## config.mk

```make
export PLATFORM = sky130hd
export DESIGN_NAME = gpio_debounce
export DESIGN_NICKNAME = d
export VERILOG_FILES = /design/src/rtl/gpio_debounce.sv
export SDC_FILE = /design/constraint.sdc
export NUM_CORES = 1
export LEC_CHECK = 0
export ABC_AREA = 1
export BUFFER_PORTS_ARGS = -buffer_cell sky130_fd_sc_hd__buf_4
export CAP_MARGIN = 20
export CORE_ASPECT_RATIO = 1.5
export CORE_MARGIN = 5
export CORE_UTILIZATION = 50
export DETAILED_ROUTE_END_ITERATION = 8
export GPL_ROUTABILITY_DRIVEN = 0
export GPL_TIMING_DRIVEN = 0
export PLACE_DENSITY = 0.71
export SKIP_CTS_REPAIR_TIMING = 1
export SYNTH_ARGS = -nofsm -noshare
export SYNTH_HDL_FRONTEND = slang
export SYNTH_SLANG_ARGS = --single-unit
export TNS_END_PERCENT = 50
```

## constraint.sdc

```tcl
create_clock -name clock -period 1.6 [get_ports clock]
set_input_delay 0.32 -clock clock [delete_from_list [all_inputs] [get_ports clock]]
set_output_delay 0.32 -clock clock [all_outputs]
set_load 0.02 [all_outputs]
```

## src/rtl/gpio_debounce.sv

```systemverilog
// Purpose: per-bit 2-flop synchroniser and tick-sampled debounce filter, with optional rise/fall strobes (macro GPIO_DEBOUNCE_EDGE_EN).
// Latency: 2 sync cycles, then STABLE_CNT ticks of TICK_DIV cycles, then 1 register stage; no raw_in-to-output combinational path.
// Backpressure: none; free-running with no handshake, and all outputs are always valid.
module gpio_debounce #(
  parameter int WIDTH      = 16,
  parameter int TICK_DIV   = 1000,
  parameter int STABLE_CNT = 4
) (
  input  logic             clock,
  input  logic             reset,
  input  logic [WIDTH-1:0] raw_in,
  output logic [WIDTH-1:0] db_out,
  output logic [WIDTH-1:0] rise_pulse,
  output logic [WIDTH-1:0] fall_pulse
);

  localparam int PC_W  = (TICK_DIV > 1) ? $clog2(TICK_DIV) : 1;
  localparam int CNT_W = ($clog2(STABLE_CNT + 1) > 1) ? $clog2(STABLE_CNT + 1) : 1;
  localparam logic [PC_W-1:0]  PC_LAST  = PC_W'(TICK_DIV - 1);
  localparam logic [CNT_W-1:0] CNT_LAST = CNT_W'(STABLE_CNT - 1);

  logic [WIDTH-1:0] s1_q, s1_d;
  logic [WIDTH-1:0] s2_q, s2_d;
  logic [PC_W-1:0]  pc_q, pc_d;
  logic             tick;
  logic [CNT_W-1:0] cnt_q [WIDTH];
  logic [CNT_W-1:0] cnt_d [WIDTH];
  logic [WIDTH-1:0] db_q, db_d;

  // Two-stage synchroniser; only s2 feeds the filter.
  always_comb begin
    s1_d = raw_in;
    s2_d = s1_q;
  end

  // Free-running prescaler; tick marks the last cycle of each period and is never re-aligned to inputs.
  always_comb begin
    tick = (pc_q == PC_LAST);
    pc_d = tick ? '0 : pc_q + PC_W'(1);
  end

  // Per-bit filter: a level is accepted only after STABLE_CNT consecutive differing ticks.
  // Any agreeing tick discards the partial count, so cnt stays below STABLE_CNT.
  always_comb begin
    db_d = db_q;
    for (int i = 0; i < WIDTH; i++) begin
      cnt_d[i] = cnt_q[i];
      if (tick) begin
        if (s2_q[i] == db_q[i]) begin
          cnt_d[i] = '0;
        end else if (cnt_q[i] == CNT_LAST) begin
          db_d[i]  = s2_q[i];
          cnt_d[i] = '0;
        end else begin
          cnt_d[i] = cnt_q[i] + CNT_W'(1);
        end
      end
    end
  end

  // State registers; reset clears everything so partial counts are lost.
  always_ff @(posedge clock or negedge reset) begin
    if (!reset) begin
      s1_q <= '0;
      s2_q <= '0;
      pc_q <= '0;
      db_q <= '0;
      for (int i = 0; i < WIDTH; i++) cnt_q[i] <= '0;
    end else begin
      s1_q <= s1_d;
      s2_q <= s2_d;
      pc_q <= pc_d;
      db_q <= db_d;
      for (int i = 0; i < WIDTH; i++) cnt_q[i] <= cnt_d[i];
    end
  end

  assign db_out = db_q;

`ifdef GPIO_DEBOUNCE_EDGE_EN
  logic [WIDTH-1:0] rise_q, rise_d;
  logic [WIDTH-1:0] fall_q, fall_d;

  // Edge detect on the next debounced value, so each strobe lands in the same cycle db_out changes.
  always_comb begin
    rise_d = db_d & ~db_q;
    fall_d = ~db_d & db_q;
  end

  // Strobe registers.
  always_ff @(posedge clock or negedge reset) begin
    if (!reset) begin
      rise_q <= '0;
      fall_q <= '0;
    end else begin
      rise_q <= rise_d;
      fall_q <= fall_d;
    end
  end

  assign rise_pulse = rise_q;
  assign fall_pulse = fall_q;
`else
  assign rise_pulse = '0;
  assign fall_pulse = '0;
`endif

endmodule

```

# Yosys cells after proc, flatten, opt, wreduce, memory -nomap -nowiden
# Index checks and enable logic that the tools add are counted.
# totals
ff_bits	106
in_bits	18
out_inout_bits	48
word_cells	150
# op_classes
add_sub_neg	17
n_eq_ne	33
mux	33
bitwise	16
n_reduce_logical	16
# op_table
cell	count
3-bit 2-to-1 mux	32
3-bit by 1-bit adder with 3-bit output (second input constant)	16
3-bit by 2-bit equality test with 1-bit output (second input constant)	16
3-bit AND reduction	16
1-bit equality test	16
1-bit inverter	16
10-bit by 1-bit adder with 10-bit output (second input constant)	1
10-bit equality test (second input constant)	1
10-bit 2-to-1 mux	1

# Depth between registers and ports, before layout
# depth
word_depth	3
mapped_depth	9
mapped_depth_nobuf	8

# Worst setup path after synthesis
# Ideal clock, no wire load.
# synth_path
path_kind	register to register
startpoint	register pc_q[0]
endpoint	register cnt_q[45] (netlist bit)
setup_time_ns	0.126
arrival_ns	1.322
required_ns	1.474
setup_slack_ns	0.152
stages_incl_launch_ff	10
n_path_buf	2
period_less_slack_ns	1.448
path_cell_list	dfrtp_1 ha_1 nand2_1 inv_2 nand2_2 nor2_4 buf_6 buf_6 nand3_1 o21ai_0
# synth_via
elab_chain_len	1
# synth_lines
item	line_no	text
start: declaration	24	logic [PC_W-1:0] pc_q, pc_d;
start signal: assignment	72	pc_q <= pc_d;
10-bit equality test	38	tick = (pc_q == PC_LAST);
end: declaration	26	logic [CNT_W-1:0] cnt_q [WIDTH];
# Every way passes these cells.
# A chain may end at the register's enable or synchronous reset.

# Final worst setup path
# layout_path
startpoint	register pc_q[1]
endpoint	register db_q[10] (netlist: db_out[10])
# layout_via
elab_chain_len	2
# layout_lines
item	line_no	text
10-bit equality test	38	
3-bit AND reduction (no source line)	-	
end signal: assignment	67	db_q <= '0;
end signal: assignment	73	db_q <= db_d;
end: declaration	28	logic [WIDTH-1:0] db_q, db_d;
# Every way passes these cells.

==> run metrics <==
outcome=complete, no violations; largest family of logic cells by synthesized area=simple AND/OR/NAND/NOR gates; R2R Setup Slk=0.04 ns; Netlist cell types=24; iteration count of the initial detailed-routing pass=4; Final min period=1.56 ns; Fmax=641 MHz; vias in the first global route=3,609; Post-synth EDFFs=0; Cell Rows=44; Setup crit start=pc_q[1]; CP Cell Sequence=ha_4 -> nand2_4 -> inv_4 -> nand2_2 -> nor2_4 -> buf_8 -> buf_4 -> nand3_1 -> nand2_1 -> inv_1; Iter 0 DRT Violations=204; drt total wl=10,000 um; slowest stage delay, CP=0.41 ns; Avg Cell Area, Syn=9.14 sq um; Tcrit/Tclk final=97.5%; antenna-violating nets left=0; Clock Skew=0.00845 ns; YS warnings=0; gr usage total=17.1%; unrepaired setup endpoints after global routing=yes; startpoint types=register; Setup CP Type=reg -> reg; IO buf count=33; Hold Violations, Final=0; Max transition margin=55.4%; Non-Filler Instances=738; leakage=3.24 nW; biggest area consumer among synthesized cells=dfrtp_1; Most used DFF post-synth=dfrtp_1; core region area=9630 sq um; commonest cells after routing, fill and taps aside=104 x dfrtp_1, 87 x inv_1, 77 x nand2_1; CTS Sinks=106; #FFs+latches synth=106; Hold WC Path Type=in -> async; multiplexer area fraction after synthesis=0%; diode count=0; CTS tree=done; XOR/XNOR share of the synthesized area=3.06%; io pins=66; Max Cap Viol=0; share of the synthesized area in the top cell type=54.4%; post-synthesis cell area=4870 sq um; setup TNS=0 ns; largest net degree at the start of global routing=57; Max clock buf depth=2; Peak VDD IR=754 uV; Placed Cells=713; total CTS buffers=9; clock slew at reported path FFs=0.06 ns; commonest non-fill, non-tap cell in the layout=dfrtp_1; initial antenna violation count=0; insertion delay to the later sink of the worst-skew pair=0.34 ns; WL per Instance=13.6 um; compound-gate portion of the synthesized area=4.72%; Slew @ Worst Pin=0.670 ns; area grow syn2layout=20.5%; overflow left after global routing=0; WHS=0.0149 ns; Max Slew Vio Count=0; area share of fa/ha/maj cells after synthesis=4.36%; top post-synthesis cells by area=dfrtp_1 54%, inv_1 6.7%, nand2_1 6.1%; DRC violations left=0; worst setup margin=0.0401 ns; Final setup viols=0; hpwl dp=6690 um; Worst path slowest cell=dfrtp_1; Avg Vias per Cell=4.93; first-pass GRT wire length=16,300 um; Critical Path AT=1.79 ns; register area share after synthesis=54.4%; FF-to-FF path depth=10; crit path to=db_out[10]; share of cells above drive strength 1=18.6%; Pwr Density=894 nW/um^2; die area=11,900 sq um; DR vias=3,638; Die X=90.6 um; Crit Reg-Reg Startpoint=pc_q[1]; dpl ws=-0.256 ns; post-synthesis instance total=533; r2r endpoint=db_out[10]; Synth async-reset ratio=100%; CP Capture Type=register; CP Max Fanout=6; Starting Density=50.6%; post-synthesis simple-gate area fraction=19.8%; Layout Nets=654; Required @ worst endpoint=1.83 ns; CTS H-tree lvls=3; Die Y=131 um; Root Driver=clkbuf_16
## power by group
part / internal [mW] / switching [mW] / total (mW)
sequential: 2.72 / 0.0205 / 2.74
clock: 1.33 / 0.908 / 2.24
combinational: 0.107 / 0.166 / 0.273
## final cells by class
cell class,instances,area [sq um]
Timing Repair Buffer,44,380
Fill cell,795,3760
Clock buffer,13,270
Tap cell,115,144
Sequential cell,106,2660
Inverter,88,333
Multi-Input combinational cell,325,1710
Clock inverter,2,35.0
Buffer,45,347
## worst max-delay path: cells and delay by family (launching register included)
family	cells	cell delay [ns]
adder cells (fa/ha/maj)	1	0.18
AND/OR/NAND/NOR	5	0.43
flip-flops	1	0.41
buffers and inverters	4	0.42
## synthesized netlist by cell type, types with 3 or more instances
cell type / instances
nor3_1: 3
o21a_1: 15
nor2_1: 64
o21ai_1: 4
nand2_1: 79
dfrtp_1: 106
xnor2_1: 15
buf_2: 7
buf_6: 4
nand3_1: 51
inv_1: 87
buf_4: 32
nand4_1: 18
a21oi_1: 3
ha_1: 17
o21ai_0: 15
## layer usage
layer | track usage (%) | part of all wire [%]
met1 | 19.3 | 40
met4 | 6.22 | 2.3
met5 | 0 | 0
met2 | 30.8 | 52
met3 | 4.98 | 5.6
## logic make-up after synthesis
kind of cell	count (synthesis)
buf+inv	133
other cells	1
flops	106
xor+xnor	17
fa+ha+maj	17
compound gates	38
simple gates	221
## through the flow
stage	cell area [sq um]	power (mW)	utilization, %
2_1_floorplan	4990	2.96	-
3_3_place_gp	5380	3.05	55.9
3_5_place_dp	5410	3.06	56.1
4_1_cts	5710	5.30	59.3
5_1_grt	5870	5.44	61.0
6_report	5870	5.25	61.0
## registers in the layout (all words and copies together), names as in the netlist
register / count
cnt_q: 48
db_out: 16
pc_q: 10
s1_q: 16
s2_q: 16
## worst min path at each step
stage	from	end	slack (ns)	depth (start not counted)
5_1_grt	reset	s1_q[1]	0.07	1
4_1_cts	reset	s1_q[1]	0.04	1
6_report	reset	s1_q[1]	0.01	1
3_5_place_dp	s1_q[1]	s2_q[1]	0.34	0
3_3_place_gp	s1_q[13]	s2_q[13]	0.33	0
2_1_floorplan	reset	cnt_q[0]	0.02	0
(Power assumes the default switching activity.)
